## config.mk

```make
export PLATFORM = sky130hd
export DESIGN_NAME = inst_fetch_stage_flat
export DESIGN_NICKNAME = d
export VERILOG_FILES = /design/src/rtl/fetch_if.sv /design/src/rtl/inst_fetch_stage.sv /design/src/flat_wrapper.sv
export SDC_FILE = /design/constraint.sdc
export NUM_CORES = 1
export LEC_CHECK = 0
export ABC_AREA = 1
export ABC_CLOCK_PERIOD_IN_PS = 1700
export CORE_MARGIN = 2
export CORE_UTILIZATION = 40
export DETAILED_ROUTE_END_ITERATION = 12
export GPL_ROUTABILITY_DRIVEN = 0
export PLACE_DENSITY = 0.68
export SLEW_MARGIN = 20
export SYNTH_ARGS = -nofsm -noshare
export SYNTH_HDL_FRONTEND = slang
export SYNTH_SLANG_ARGS = --single-unit
export TNS_END_PERCENT = 10
```

## constraint.sdc

```tcl
create_clock -name clk -period 1.7 [get_ports clk]
set_input_delay 0.17 -clock clk [delete_from_list [all_inputs] [get_ports clk]]
set_output_delay 0.17 -clock clk [all_outputs]
set_load 0.01 [all_outputs]
```

## src/rtl/fetch_if.sv

```systemverilog
// Fetch-to-memory/decode/control bundle for the instruction fetch stage.
// The master side is the fetch stage itself; the slave side is memory, decode and control.
interface fetch_if #(
    parameter int ADDR_W = 10,
    parameter int INST_W = 16
);
    logic              fetch_en;
    logic [ADDR_W-1:0] inst_addr;
    logic [INST_W-1:0] inst;
    logic              redirect;
    logic [ADDR_W-1:0] redirect_pc;
    logic              ir_valid;
    logic [INST_W-1:0] ir;
    logic [ADDR_W-1:0] ir_pc;
    logic              ir_ready;
    logic [15:0]       fetch_count;

    modport master (
        input  fetch_en, inst, redirect, redirect_pc, ir_ready,
        output inst_addr, ir_valid, ir, ir_pc, fetch_count
    );

    modport slave (
        output fetch_en, inst, redirect, redirect_pc, ir_ready,
        input  inst_addr, ir_valid, ir, ir_pc, fetch_count
    );
endinterface

```

## src/rtl/inst_fetch_stage.sv

```systemverilog
// Instruction fetch stage: PC drives async-read instruction memory, the result is
// latched into the IR and offered to decode over valid/ready, with redirect and stall.
module inst_fetch_stage #(
    parameter int ADDR_W   = 10,
    parameter int INST_W   = 16,
    parameter int RESET_PC = 0
) (
    input  logic     clk,
    input  logic     rst_n,
    fetch_if.master  bus
);
    localparam logic [ADDR_W-1:0] PC_RST = ADDR_W'(RESET_PC);

    typedef enum logic {
        EMPTY = 1'b0,
        FULL  = 1'b1
    } state_t;

    state_t            state_p1;
    state_t            state_nxt;
    logic [ADDR_W-1:0] pc_p0;
    logic [ADDR_W-1:0] pc_nxt;
    logic [INST_W-1:0] ir_p1;
    logic [ADDR_W-1:0] ir_pc_p1;
    logic [15:0]       fetch_count_p1;
    logic              accept;
    logic              load;
    logic              capture;

    // Redirect outranks load; a handshake in a redirect cycle still counts.
    always_comb begin
        state_nxt = state_p1;
        pc_nxt    = pc_p0;
        capture   = 1'b0;
        accept    = (state_p1 == FULL) && bus.ir_ready;
        load      = bus.fetch_en && ((state_p1 == EMPTY) || bus.ir_ready);
        if (bus.redirect) begin
            state_nxt = EMPTY;
            pc_nxt    = bus.redirect_pc;
        end else if (load) begin
            state_nxt = FULL;
            pc_nxt    = pc_p0 + 1'b1;
            capture   = 1'b1;
        end else if (accept) begin
            state_nxt = EMPTY;
        end
    end

    // Stage p0 -> p1: PC presented to memory, returned word captured into the IR.
    always_ff @(posedge clk or negedge rst_n) begin
        if (!rst_n) begin
            state_p1       <= EMPTY;
            pc_p0          <= PC_RST;
            ir_p1          <= '0;
            ir_pc_p1       <= '0;
            fetch_count_p1 <= '0;
        end else begin
            state_p1 <= state_nxt;
            pc_p0    <= pc_nxt;
            if (capture) begin
                ir_p1    <= bus.inst;
                ir_pc_p1 <= pc_p0;
            end
            if (accept) begin
                fetch_count_p1 <= fetch_count_p1 + 16'd1;
            end
        end
    end

    assign bus.inst_addr   = pc_p0;
    assign bus.ir_valid    = (state_p1 == FULL);
    assign bus.ir          = ir_p1;
    assign bus.ir_pc       = ir_pc_p1;
    assign bus.fetch_count = fetch_count_p1;
endmodule

```

## src/flat_wrapper.sv

```systemverilog
// flat-port wrapper written by rule: the top's interface ports become plain ports
module inst_fetch_stage_flat 
#(
    parameter int ADDR_W   = 10,
    parameter int INST_W   = 16,
    parameter int RESET_PC = 0
)
  (clk, rst_n, bus_fetch_en, bus_inst, bus_redirect, bus_redirect_pc, bus_ir_ready, bus_inst_addr, bus_ir_valid, bus_ir, bus_ir_pc, bus_fetch_count);
  fetch_if #(.ADDR_W(ADDR_W), .INST_W(INST_W)) bus_i ();
  input  logic clk;
  input  logic rst_n;
  input wire logic [$bits(bus_i.fetch_en)-1:0] bus_fetch_en;
  input wire logic [$bits(bus_i.inst)-1:0] bus_inst;
  input wire logic [$bits(bus_i.redirect)-1:0] bus_redirect;
  input wire logic [$bits(bus_i.redirect_pc)-1:0] bus_redirect_pc;
  input wire logic [$bits(bus_i.ir_ready)-1:0] bus_ir_ready;
  output wire logic [$bits(bus_i.inst_addr)-1:0] bus_inst_addr;
  output wire logic [$bits(bus_i.ir_valid)-1:0] bus_ir_valid;
  output wire logic [$bits(bus_i.ir)-1:0] bus_ir;
  output wire logic [$bits(bus_i.ir_pc)-1:0] bus_ir_pc;
  output wire logic [$bits(bus_i.fetch_count)-1:0] bus_fetch_count;
  assign bus_i.fetch_en = bus_fetch_en;
  assign bus_i.inst = bus_inst;
  assign bus_i.redirect = bus_redirect;
  assign bus_i.redirect_pc = bus_redirect_pc;
  assign bus_i.ir_ready = bus_ir_ready;
  assign bus_inst_addr = bus_i.inst_addr;
  assign bus_ir_valid = bus_i.ir_valid;
  assign bus_ir = bus_i.ir;
  assign bus_ir_pc = bus_i.ir_pc;
  assign bus_fetch_count = bus_i.fetch_count;
  inst_fetch_stage #(.ADDR_W(ADDR_W), .INST_W(INST_W), .RESET_PC(RESET_PC)) u_core (.clk(clk), .rst_n(rst_n), .bus(bus_i));
endmodule
```

Word-level counts from Yosys, hierarchy flattened
Index checks and enable logic that the tools add are counted.
- flip-flop bits (word level): 53
- input port bits: 31
- output and inout bits: 53
- word-level logic and storage cells: 20
- $add $sub $neg: 2
- mux-type cells: 7
- bitwise operators: 1
- reductions and logical operators: 5
- operators with widths (operator ; count):
    2-to-1 mux 10 bit ; 2
    adder 16 x 1 -> 16 bit, second input constant ; 1
    adder 10 x 1 -> 10 bit, second input constant ; 1
    2-to-1 mux 1 bit ; 5
    nonzero test 3 bit ; 1
    logical AND 1 bit ; 2
    nonzero test 2 bit ; 1
    logical OR 1 bit ; 1
    inverter 1 bit ; 1

Longest topological paths before layout
- word-level depth: 5
- gate-level depth with buffers: 8
- gate-level depth less buffers: 8

Worst setup path after synthesis
Ideal clock, no wire load.
- path kind: register to register
- from: register u_core.fetch_count_p1[0] (netlist: u_core.bus.fetch_count[0])
- to: register u_core.fetch_count_p1[12] (netlist: u_core.bus.fetch_count[12])
- library setup time: 113 ps
- data arrival time: 1178 ps
- required time: 1587 ps
- path slack: 409 ps
- cell stages (with the launch flop): 9
- buffers on the path: 0
- clock period less this slack: 1291 ps
- path through: dfrtp_1 > ha_1 > inv_1 > nor2_2 > nand3_1 > clkinv_1 > nand3_1 > nand2_1 > inv_1
- word-level cells in the longest chain between the ends: 1
- RTL lines (element ; RTL line ; source):
    start, declared ; inst_fetch_stage.sv:25 ; logic [15:0] fetch_count_p1;
    start signal, assigned ; inst_fetch_stage.sv:65 ; fetch_count_p1 <= fetch_count_p1 + 16'd1;
    adder 16 x 1 -> 16 bit ; inst_fetch_stage.sv:65 ;
No other way between the ends.
A chain may end at the register's enable or synchronous reset.

Final worst setup path
- from: register u_core.pc_p0[5] (netlist: u_core.bus.inst_addr[5])
- to: output port bus_inst_addr[5]
- RTL lines (element ; RTL line ; source):
    start, declared ; inst_fetch_stage.sv:21 ; logic [ADDR_W-1:0] pc_p0;
    start signal, assigned ; inst_fetch_stage.sv:59 ; pc_p0 <= pc_nxt;
    end, declared ; flat_wrapper.sv:17 ; output wire logic [$bits(bus_i.inst_addr)-1:0] bus_inst_addr;
No word-level cell between the ends.

==> run_summary.xml <==
<?xml version="1.0" encoding="UTF-8"?>
<metrics>
  <group name="status">
    <metric name="run_status" unit="">finished clean</metric>
  </group>
  <group name="critical_path">
    <metric name="worst_ep_arrival_time" unit="ps">1350</metric>
    <metric name="cell_depth_of_the_worst_setup_path" unit="">1</metric>
    <metric name="regToRegEndpoint" unit="">u_core.bus.fetch_count[12]$_DFFE_PN0P_</metric>
    <metric name="worst_r2r_startpoint" unit="">u_core.bus.fetch_count[0]$_DFFE_PN0P_</metric>
    <metric name="crit_path_max_incr_delay" unit="ps">580</metric>
    <metric name="worstRegToRegCells" unit="">8</metric>
    <metric name="cp_max_fo" unit="">7</metric>
    <metric name="ff2ff_setup_slack" unit="ps">320</metric>
    <metric name="slowest_cell_on_the_critical_path" unit="">clkdlybuf4s50_1</metric>
    <metric name="worst_setup_path_endpoint" unit="">bus_inst_addr[5]</metric>
    <metric name="number_of_buffers_and_inverters_on_the_critical_path" unit="">1</metric>
    <metric name="cp-start-kind" unit="">flip-flop</metric>
    <metric name="endpoint_kind" unit="">primary output</metric>
    <metric name="setup.worst_path.start" unit="">u_core.bus.inst_addr[5]$_DFFE_PN0P_</metric>
    <metric name="delay_heaviest_family_cp" unit="">buffers and inverters</metric>
    <metric name="cp_data_required_time" unit="ps">1530</metric>
    <metric name="timing_worst_setup_path_type" unit="">reg2out</metric>
    <metric name="crit_path_cell_trace" unit="">clkdlybuf4s50_1</metric>
  </group>
  <group name="yosys">
    <metric name="synth-edff-count" unit="">0</metric>
    <metric name="yosys.area_share.xor_xnor" unit="%">3.74</metric>
    <metric name="synth_area" unit="µm²">2580</metric>
    <metric name="yosysUniqueCellTypes" unit="">29</metric>
    <metric name="synthMostInstantiatedCell" unit="">nand2_1</metric>
    <metric name="ys_seq_area_share" unit="%">51.4</metric>
    <metric name="synth-simple-area-share" unit="%">31.0</metric>
    <metric name="post_synth_inst_count" unit="">310</metric>
    <metric name="yosys-top-cells-area" unit="">dfrtp_1 51%, nand2_1 17%, inv_1 4.4%</metric>
    <metric name="synth_warnings" unit="">0</metric>
    <metric name="synth_seq_cells" unit="">53</metric>
    <metric name="synth_compound_area_share" unit="%">5.05</metric>
    <metric name="netlist.area_leader.share" unit="%">51.4</metric>
    <metric name="fraction_of_the_mapped_netlist_area_in_adder_cells" unit="%">0.970</metric>
    <metric name="synth_area_leader_cell" unit="">dfrtp_1</metric>
    <metric name="portion_of_netlist_area_occupied_by_mux_cells" unit="%">0</metric>
    <metric name="postSynth.asyncResetShare" unit="%">100</metric>
    <metric name="synth.net_count" unit="">343</metric>
    <metric name="syn-mean-instance-area" unit="µm²">8.32</metric>
    <metric name="largest_family_of_logic_cells_by_synthesized_area" unit="">simple AND/OR/NAND/NOR gates</metric>
    <metric name="synth_commonest_cells" unit="">120 x nand2_1, 53 x dfrtp_1, 30 x inv_1, 23 x nor2_1, 20 x nand3_1</metric>
    <metric name="synth_ff_type" unit="">dfrtp_1</metric>
  </group>
  <group name="timing">
    <metric name="drv_slew" unit="">0</metric>
    <metric name="setup_viol_count_final" unit="">0</metric>
    <metric name="fin_crit" unit="ps">1520</metric>
    <metric name="min_period_over_period" unit="%">89.2</metric>
    <metric name="tns" unit="ps">0</metric>
    <metric name="final.setup.worst_slack" unit="ps">184</metric>
    <metric name="tightestPinTransition" unit="ps">342</metric>
    <metric name="highest_clock_frequency_the_design_can_meet" unit="MHz">660</metric>
    <metric name="fin_worst_skew" unit="ps">2.25</metric>
    <metric name="relSlewSlack" unit="%">77.2</metric>
    <metric name="finalHoldViolations" unit="">0</metric>
    <metric name="rsz0062_at_grt" unit="">no</metric>
  </group>
  <group name="cts">
    <metric name="clock_tree_from_tritoncts" unit="">yes</metric>
    <metric name="cts.repair_timing.setup_buffer_count" unit="">0</metric>
    <metric name="maximum_number_of_buffers_from_clock_root_to_sink" unit="">2</metric>
    <metric name="clk_pin_slew_worst_paths" unit="ps">90</metric>
    <metric name="cts-root-buf" unit="">clkbuf_8</metric>
    <metric name="cts_made_buffers" unit="">5</metric>
    <metric name="h_tree_level_count" unit="">2</metric>
    <metric name="clock_sink_count" unit="">53</metric>
    <metric name="insertion_delay" unit="ps">300</metric>
  </group>
  <group name="routing">
    <metric name="drt_pass1_iterations" unit="">4</metric>
    <metric name="met3RoutedLength" unit="µm">292</metric>
    <metric name="count_of_unresolved_drc_violations_after_routing" unit="">0</metric>
    <metric name="wl_met1" unit="µm">2680</metric>
    <metric name="drt_iter0_drc" unit="">90</metric>
    <metric name="top_layer_used" unit="">met4</metric>
    <metric name="routed-wl-met2" unit="µm">2730</metric>
    <metric name="wirelength" unit="µm">5750</metric>
    <metric name="vias_per_cell" unit="">4.68</metric>
    <metric name="route.detailed.wl_per_inst" unit="µm">12.1</metric>
    <metric name="drt.antenna.violating_nets" unit="">0</metric>
    <metric name="num_vias" unit="">2233</metric>
  </group>
  <group name="pwr">
    <metric name="power.density" unit="nW/µm²">900</metric>
    <metric name="worst_ir_drop_vdd" unit="mV">0.600</metric>
    <metric name="cellLeakagePower" unit="nW">1.71</metric>
    <metric name="part_of_the_total_power_dissipated_in_sequential_elements" unit="%">49.5</metric>
    <metric name="p_switching" unit="mW">0.961</metric>
    <metric name="share_clk_of_total_power" unit="%">22.1</metric>
    <metric name="power.share.combinational" unit="%">28.4</metric>
    <metric name="p_int" unit="mW">2.27</metric>
    <metric name="total_power" unit="mW">3.23</metric>
    <metric name="net_switching_fraction_of_the_power" unit="%">29.7</metric>
  </group>
  <group name="min_path">
    <metric name="min_path_type" unit="">in2async</metric>
  </group>
  <group name="global_route">
    <metric name="grt_max_degree" unit="">54</metric>
    <metric name="first_global_vias" unit="">2186</metric>
    <metric name="grtUsageTotal" unit="%">17.0</metric>
    <metric name="grt_first_pass_wirelength" unit="µm">9790</metric>
    <metric name="grt_antenna_before_repair" unit="">0</metric>
    <metric name="global_route.overflow_total" unit="">0</metric>
  </group>
  <group name="floorplanning">
    <metric name="initial_core_util" unit="%">41.1</metric>
    <metric name="core_footprint" unit="µm²">6280</metric>
    <metric name="io_pins" unit="">84</metric>
    <metric name="die_area" unit="µm²">7100</metric>
    <metric name="die_h" unit="µm">84.3</metric>
    <metric name="die_x" unit="µm">84.3</metric>
    <metric name="row_count" unit="">29</metric>
  </group>
  <group name="layout">
    <metric name="final-seq-area" unit="µm²">1330</metric>
    <metric name="fill_cells" unit="">591</metric>
    <metric name="final_core_utilization" unit="%">57.2</metric>
    <metric name="layout-area-overhead-vs-synth" unit="%">39.3</metric>
    <metric name="final_layout_size_suffix_gt1_share" unit="%">9.75</metric>
    <metric name="post_layout_nonfiller_instances" unit="">477</metric>
    <metric name="final_net_count" unit="">433</metric>
    <metric name="multiInputGateArea" unit="µm²">1050</metric>
    <metric name="antenna_cells" unit="">0</metric>
  </group>
  <group name="placement">
    <metric name="port-buffer-count" unit="">83</metric>
    <metric name="numPlacedInstances" unit="">469</metric>
    <metric name="detailedPlace.worstSlack" unit="ps">162</metric>
    <metric name="dpl.hpwl" unit="µm">4260</metric>
  </group>
  <group name="job">
    <metric name="cap_violations" unit="">0</metric>
  </group>
</metrics>
## final cells by class
cell class	instances	share of cell area, %
flip-flops and latches	53	36.9
well taps	77	2.68
multi-input cells	216	29.2
inverters	34	3.55
clock buffers	7	2.40
repair buffers	90	25.2
## cell usage in the layout (no fill, tap or decap), types with 2 or more instances in the layout
cell type        count
buf_4                4
xor2_1               6
ha_1                 2
clkbuf_8             6
nand2_2              8
o21ai_2              7
o211ai_1             3
nand4_1              4
xnor2_1              5
nor2_1              23
inv_1               30
inv_2                3
clkdlybuf4s50_1     82
nor2_2               4
dfrtp_1             53
nand3_2              2
o21ai_0              3
nand3_1             20
buf_12               2
nand2_1            120
## worst min-delay path by stage
stage / end
global placement: u_core.bus.fetch_count[3]$_DFFE_PN0P_
detailed placement: u_core.bus.fetch_count[5]$_DFFE_PN0P_
finish: u_core.bus.fetch_count[5]$_DFFE_PN0P_
floorplan: u_core.bus.fetch_count[0]$_DFFE_PN0P_
CTS: u_core.bus.ir[4]$_DFFE_PN0P_
global route: u_core.bus.ir[4]$_DFFE_PN0P_
## per-layer routing
metal,global-route usage (%),vias up
li1,-,1138
met1,21.6,1033
met2,29.1,56
met3,4.23,6
met4,4.40,0
met5,0,-
## registers in the layout (all words and copies together) (netlist names)
register and count:
u_core.bus.fetch_count 16, u_core.bus.inst_addr 10, u_core.bus.ir_pc 10, u_core.bus.ir_valid 1, u_core.bus.ir 16
## power groups by stage
stage	Clock, mW	Sequential (mW)	Combinational (mW)
after global placement	0	1.63	0.917
after floorplan	0	1.69	0.319
final	0.714	1.60	0.919
after global routing	0.798	1.63	1.01
after detailed placement	0	1.63	0.928
after CTS	0.753	1.61	0.934
## metrics by stage
stage | area, µm² | hold WS [ps]
after floorplan | 2580 | -126
after global placement | 3500 | 189
after detailed placement | 3500 | 189
after CTS | 3590 | 382
after global routing | 3590 | 394
final | 3590 | 395
## logic make-up (layout without fill, tap and decap cells)
logic type,after synthesis,in the layout
simple gates,185,185
fa+ha+maj,2,2
buf+inv,41,131
compound gates,18,18
flops,53,53
xor+xnor,11,11
## timing repair
action                                 in CTS  in global routing
resized for setup                           0                  0
hold buffers                                1                  0
endpoints found under the hold margin      53                  0
Power figures use the tool's default switching activity.
